**src/rtl/onehot_drain_encoder.sv**
```systemverilog
// Accepts a WIDTH-bit vector and streams out the index of every set bit,
// one valid/ready beat per bit; an all-zero vector yields a single flagged beat.
module onehot_drain_encoder #(
  parameter int unsigned WIDTH     = 16,
  parameter int unsigned IDX_W     = $clog2(WIDTH),
  parameter bit          MSB_FIRST = 1'b0
) (
  input  logic             clk,
  input  logic             reset,
  input  logic             enable,
  input  logic             in_valid,
  output logic             in_ready,
  input  logic [WIDTH-1:0] in_vec,
  output logic             out_valid,
  input  logic             out_ready,
  output logic [IDX_W-1:0] out_index,
  output logic             out_last,
  output logic             out_zero,
  output logic [IDX_W:0]   out_count
);

  localparam int unsigned CW = IDX_W + 1;

  typedef enum logic {
    IDLE  = 1'b0,
    DRAIN = 1'b1
  } state_e;

  state_e           state_q, state_d;
  logic [WIDTH-1:0] pending_q, pending_d;
  logic             valid_q, valid_d;
  logic [IDX_W-1:0] index_q, index_d;
  logic             last_q, last_d;
  logic             zero_q, zero_d;
  logic [CW-1:0]    count_q, count_d;

  function automatic logic [CW-1:0] popcount(input logic [WIDTH-1:0] v);
    logic [CW-1:0] c;
    c = '0;
    for (int i = 0; i < WIDTH; i++) begin
      c = c + CW'(v[i]);
    end
    return c;
  endfunction

  // Later iterations win, so loop direction picks lowest or highest set bit.
  function automatic logic [IDX_W-1:0] sel_idx(input logic [WIDTH-1:0] v);
    logic [IDX_W-1:0] idx;
    idx = '0;
    if (MSB_FIRST) begin
      for (int i = 0; i < WIDTH; i++) begin
        if (v[i]) idx = IDX_W'(i);
      end
    end else begin
      for (int i = WIDTH - 1; i >= 0; i--) begin
        if (v[i]) idx = IDX_W'(i);
      end
    end
    return idx;
  endfunction

  // Next-state and next-output computation.
  always_comb begin
    state_d   = state_q;
    pending_d = pending_q;
    valid_d   = valid_q;
    index_d   = index_q;
    last_d    = last_q;
    zero_d    = zero_q;
    count_d   = count_q;

    case (state_q)
      IDLE: begin
        if (in_valid && enable) begin
          state_d   = DRAIN;
          pending_d = in_vec;
          valid_d   = 1'b1;
          count_d   = popcount(in_vec);
        end
      end
      DRAIN: begin
        if (out_ready) begin
          if (last_q) begin
            state_d   = IDLE;
            valid_d   = 1'b0;
            pending_d = '0;
          end else begin
            pending_d = pending_q & ~(WIDTH'(1) << index_q);
          end
        end
      end
      default: state_d = IDLE;
    endcase

    // Beat fields for the next cycle come from the next pending value.
    if (state_d == DRAIN) begin
      index_d = sel_idx(pending_d);
      last_d  = (popcount(pending_d) <= CW'(1));
      zero_d  = (pending_d == '0);
    end
  end

  always_ff @(posedge clk) begin
    if (reset) begin
      state_q   <= IDLE;
      pending_q <= '0;
      valid_q   <= 1'b0;
      index_q   <= '0;
      last_q    <= 1'b0;
      zero_q    <= 1'b0;
      count_q   <= '0;
    end else begin
      state_q   <= state_d;
      pending_q <= pending_d;
      valid_q   <= valid_d;
      index_q   <= index_d;
      last_q    <= last_d;
      zero_q    <= zero_d;
      count_q   <= count_d;
    end
  end

  assign in_ready  = (state_q == IDLE) && enable;
  assign out_valid = valid_q;
  assign out_index = index_q;
  assign out_last  = last_q;
  assign out_zero  = zero_q;
  assign out_count = count_q;

endmodule

```
**config.mk**
```make
export PLATFORM = sky130hd
export DESIGN_NAME = onehot_drain_encoder
export DESIGN_NICKNAME = d
export VERILOG_FILES = /design/src/rtl/onehot_drain_encoder.sv
export SDC_FILE = /design/constraint.sdc
export NUM_CORES = 1
export LEC_CHECK = 0
export CORE_MARGIN = 5
export CORE_UTILIZATION = 50
export CTS_BUF_LIST = sky130_fd_sc_hd__clkbuf_16
export CTS_CLUSTER_SIZE = 12
export DETAILED_ROUTE_END_ITERATION = 16
export GPL_ROUTABILITY_DRIVEN = 1
export HOLD_SLACK_MARGIN = 0.05
export PLACE_DENSITY_LB_ADDON = 0.08
export SYNTH_ARGS = -nofsm -noshare
export SYNTH_HDL_FRONTEND = slang
export SYNTH_SLANG_ARGS = --single-unit
```
**constraint.sdc**
```tcl
create_clock -name clk -period 8.3 [get_ports clk]
set_clock_uncertainty 0.2 [all_clocks]
set_input_delay 1.245 -clock clk [delete_from_list [all_inputs] [get_ports clk]]
set_output_delay 1.245 -clock clk [all_outputs]
set_load 0.05 [all_outputs]
```
# --- Yosys cells after proc, flatten, opt, wreduce, memory -nomap -nowiden ---
# Cells that the tools add are included.
op_classes:
  addsub: 30
  n_lt_le_gt_ge: 1
  n_eq_ne: 3
  n_shift: 1
  muxes: 28
  n_bitwise: 3
  reduce_logical: 5
op_table:
  columns: ["op", "n"]
  rows:
  - ["adder 5 x 1 -> 5 bit", 22]
  - ["two-way mux 4 bit", 16]
  - ["two-way mux 16 bit", 3]
  - ["case mux 16 bit (2 select lines)", 1]
  - ["AND 16 bit", 1]
  - ["zero test 16 bit", 1]
  - ["NOT 16 bit", 1]
  - ["<< shifter 1 x 4 -> 16 bit (first input constant)", 1]
  - ["adder 4 x 1 -> 5 bit", 2]
  - ["adder 3 x 1 -> 4 bit", 2]
  - ["adder 2 x 1 -> 3 bit", 2]
  - ["two-way mux 1 bit", 6]
  - ["less-or-equal comparator 5 x 1 -> 1 bit (second input constant)", 1]
  - ["adder 1 x 1 -> 2 bit", 2]
  - ["!= test 2 bit (second input constant)", 2]
  - ["case mux 1 bit (2 select lines)", 2]
  - ["AND reduction 3 bit", 1]
  - ["logical AND 1 bit", 2]
  - ["!= test 2 x 1 -> 1 bit (second input constant)", 1]
  - ["AND reduction 2 bit", 1]
  - ["NOT 1 bit", 1]
totals:
  ff_bits: 29
  input_bits: 21
  output_inout_bits: 13
  word_cells: 78

# --- Logic depth before layout (Yosys ltp) ---
logic_depth:
  word_depth: 22
  mapped_depth: 19
  ltp_nobuf: 18

# --- Least setup slack after synthesis ---
# OpenSTA, ideal clock, no wires.
synth_path:
  kind: "input -> register"
  startpoint: "input port in_valid"
  endpoint: "register last_q (netlist: out_last)"
  setup_ns: 0.071
  arrival_time_ns: 5.385
  t_required_ns: 8.029
  path_slack_ns: 2.645
  stages: 19
  path_buffers: 1
  cell_sequence: "and3b_1 buf_6 mux2i_1 a21o_1 inv_1 fa_1 fa_1 inv_1 fa_1 inv_1 fa_1 ha_1 inv_1 fa_1 a2111oi_0 a21oi_1 nor4b_1 nand2_1 a21oi_1"
synth_between:
  word_cells_on_any_way: 21
  classes_between: "15 x add/sub; 1 x order compare; 4 x mux; 1 x reduce/logical"
synth_rtl:
  columns: ["element", "line_no", "rtl"]
  rows:
  - ["from (decl)", "11", "input logic in_valid,"]
  - ["logical AND 1 bit", "74", "if (in_valid && enable) begin"]
  - ["two-way mux 16 bit", "74", null]
  - ["case mux 16 bit (2 select lines)", "72", "case (state_q)"]
  - ["via pending_d[7]", "30", "logic [WIDTH-1:0] pending_q, pending_d;"]
  - ["adder 5 x 1 -> 5 bit (9 in a row)", "41", "c = c + CW'(v[i]);"]
  - ["less-or-equal comparator 5 x 1 -> 1 bit", "98", "last_d = (popcount(pending_d) <= CW'(1));"]
  - ["to (signal assigned)", "117", "last_q <= last_d;"]
  - ["to (decl)", "33", "logic last_q, last_d;"]
# The timed path passes the listed nets, and every way through them passes these cells.
# A chain may end at the register's enable or synchronous reset.

# --- Worst setup path in the final report ---
layout_path:
  startpoint: "input port enable"
  endpoint: "register last_q (netlist: out_last)"
layout_between:
  word_cells_on_any_way: 21
  classes_between: "15 x add/sub; 1 x order compare; 4 x mux; 1 x reduce/logical"
layout_rtl:
  columns: ["element", "line_no", "rtl"]
  rows:
  - ["from (decl)", "10", "input logic enable,"]
  - ["logical AND 1 bit", "74", null]
  - ["two-way mux 16 bit", "74", null]
  - ["case mux 16 bit (2 select lines)", "72", null]
  - ["via pending_d[7]", "30", null]
  - ["adder 5 x 1 -> 5 bit (9 in a row)", "41", null]
  - ["less-or-equal comparator 5 x 1 -> 1 bit", "98", null]
# The timed path passes the listed nets, and every way through them passes these cells.

==> impl_results.md <==
* Max Buffers Root-to-Sink at 2
* Post-route cell area at 2850 um^2
* DRC Markers at 0
* DIE AREA at 6210 um^2
* Cell Rows at 25
* Yosys warns at 0
* Slew HR at 0.462
* Post-Syn Instances at around 260
* Critical R2R Launch: state_q
* Mux contribution to synthesized area at 0.0639
* Ratio of cells with drive above 1 in the final layout at 0.0580
* Total wire length at 5550 um
* Hold path cells at 2
* Register area at 581 um^2
* Netlist cell types at 51
* Final Non-Filler Cells at 347
* Mapped Avg Cell Area at between 9 and 10 um^2
* Port buffer count at 33
* Static Leak at between 1 and 1.5 nW
* Min cycle time layout at 6.47 ns
* Cts bufs inserted at 5
* Pwr Density at 256 nW/um^2
* Flops & latches, synth at 29
* Grt ovf at 0
* Number of synthesized flops with an enable pin at 0
* Synthesized area at 2370 um^2
* Top cells by area, synth: dfxtp_1, fa_1, ha_1
* Fraction of registers with async set/reset at 0
* CTS tree: built
* ANT cells at 0
* Crit path required time at 8.31 ns
* Ports at 34
* Dpl cells at 339
* Final nets at 344
* Multi-input logic area at 1600 um^2
* Max FO, Critical Path at 8
* Hold Path Class: reg -> reg
* CTS sink count at 29
* Final hold viol count at 0
* Syn Nets at ~310
* Unrepaired setup endpoints after global routing: no
* Most frequent cells in the layout: inv_1, clkdlybuf4s50_1, dfxtp_1
* Core area at 4660 um^2
* First-pass GRT wire length at 9340 um
* R2r setup slk at 2.95 ns
* CTS H-tree lvls at 2
* Compound-Gate Fraction of Synth Area at 0.210
* Main combinational cell family by area after synthesis: adder cells
* Worst min-delay path startpoint: out_count[3]
* WS Path Type: in -> reg
* Hold_buf cts at 0
* Sequential-to-total area share from yosys stat at 0.245
* Chip Width at approximately 79 um
* Simple-gate share of the synthesized area at 0.169
* WHS at approximately 0.25 ns
* Hold Crit Endpoint: out_count[3]
* Startpoint Class: primary input
* Dpl hpwl at 4460 um
* Util after Layout at 0.610
* Commonest non-fill, non-tap cell in the layout: inv_1
* Period utilisation layout at 0.779
* Design Power at roughly 0.73 mW
* Antenna Nets Post-Route at 0
* Arr. time, crit path at 6.48 ns
* Yosys top cell area share at 0.245
* Post-synth top flop: dfxtp_1
* Fraction of the mapped netlist area in adder cells at 0.227
* Area Growth Syn to Fin at 20.1%
* Status: complete, no violations
* Largest net degree at the start of global routing at 28
* Resize count post-CTS at 0
* Vias/cell at around 5.6
* Post-CTS setup repair buffer count at 0
* WL per Instance at 16.0 um
* Setup-failing EPs final at 0
* Detailed Routing Iterations Pass 1 at 4
* XOR/XNOR Fraction of Synth Area at 0.00370
* Max Fclk at 0.155 GHz
* Slew Viols, Final at 0
* Routed vias at 1948
* Setup WS post-layout at 1.83 ns
* DR iter-0 viols at 115
* Initial antenna violation count at 0
* R2R Path End: out_last
* Worst vdd ir at 0.000144 V
* TNS Setup at 0 ns
* Clock slew at reported path FFs at 0.05 ns
* Worst-Skew Late Latency at 0.27 ns
* Largest area contributor in the netlist: dfxtp_1
* Crit path capture type: flip-flop
* Max cap viols at 0
* Final GP Congestion at ~0.91
* Placed cell areas at 2710 um^2
* Die height at 78.8 um
* Root buffer cell: clkbuf_16
* Number of global-route vias before repair at slightly below 2k
* GRT Overall Usage at 0.194
* Starting Density at 0.508
* Tightest Pin Transition at between 0.8 and 0.9 ns
* Worst Reg-to-Reg Cells at 18
* Fillers at 423
* Pre-CTS setup slack at 1.55 ns
-- state kept, by name, summed over array words and instances, names as in the netlist --
register	count
out_count	5
out_index	4
out_last	1
out_valid	1
out_zero	1
pending_q	16
state_q	1
-- synthesized netlist by cell type (all sizes together), types with 5 or more instances --
| library cell | n |
|---|---|
| ha | 11 |
| nor2 | 21 |
| fa | 20 |
| dfxtp | 29 |
| a21o | 13 |
| mux2i | 10 |
| o21ai | 5 |
| buf | 7 |
| inv | 32 |
| nand2 | 18 |
| a21oi | 23 |
| nor2b | 13 |
-- kinds of logic (layout without fill, tap and decap cells) --
logic type	count (synthesis)	count (layout)
DFF	29	29
muxes	12	12
and+or+nand+nor	73	73
xor gates and xnor gates	1	1
AOI/OAI and AO/OA	72	72
buffers and inverters	43	75
adders and majority gates	31	31
-- critical path, stage by stage --
cell,delay (ns)
clkdlybuf4s50_1,0.53
and3b_1,0.54
mux2i_1,0.45
a21o_1,0.18
inv_1,0.07
fa_1,0.47
fa_1,0.49
inv_1,0.05
fa_1,0.49
inv_1,0.05
fa_1,0.48
ha_1,0.17
inv_1,0.06
fa_1,0.37
a2111oi_0,0.29
a21oi_1,0.07
nor4b_1,0.26
nand2_1,0.09
a21oi_1,0.13
-- how the worst max path moves through the flow --
stage / from / to / slack, ns / cells past startpoint
6_report: enable / out_last / 1.83 / 19
5_1_grt: enable / out_last / 1.51 / 19
4_1_cts: enable / out_last / 1.81 / 19
3_5_place_dp: enable / out_last / 1.55 / 19
3_3_place_gp: enable / out_last / 1.66 / 19
2_1_floorplan: in_valid / out_last / 2.64 / 19
-- cell type report --
class,count,share of cell area
Sequential cell,29,0.204
Multi-Input combinational cell,189,0.561
Inverter,32,0.0422
Tap cell,54,0.0237
Timing Repair Buffer,35,0.121
Clock inverter,3,0.00396
Clock buffer,5,0.0440
-- report_power, final --
| part | switching, mW | internal, mW | total (mW) |
|---|---|---|---|
| clock | 0.0588 | 0.107 | 0.166 |
| sequential | 0.0225 | 0.154 | 0.176 |
| combinational | 0.218 | 0.169 | 0.387 |
-- per-layer routing --
| layer | wire, um | GRT usage | vias up |
|---|---|---|---|
| met2 | 2800 | 0.325 | 42 |
| met4 | 70 | 0.0687 | 0 |
| li1 | - | - | 966 |
| met1 | 2460 | 0.252 | 934 |
| met5 | 0 | 0 | - |
| met3 | 216 | 0.0351 | 6 |
Power figures use the tool's default switching activity.
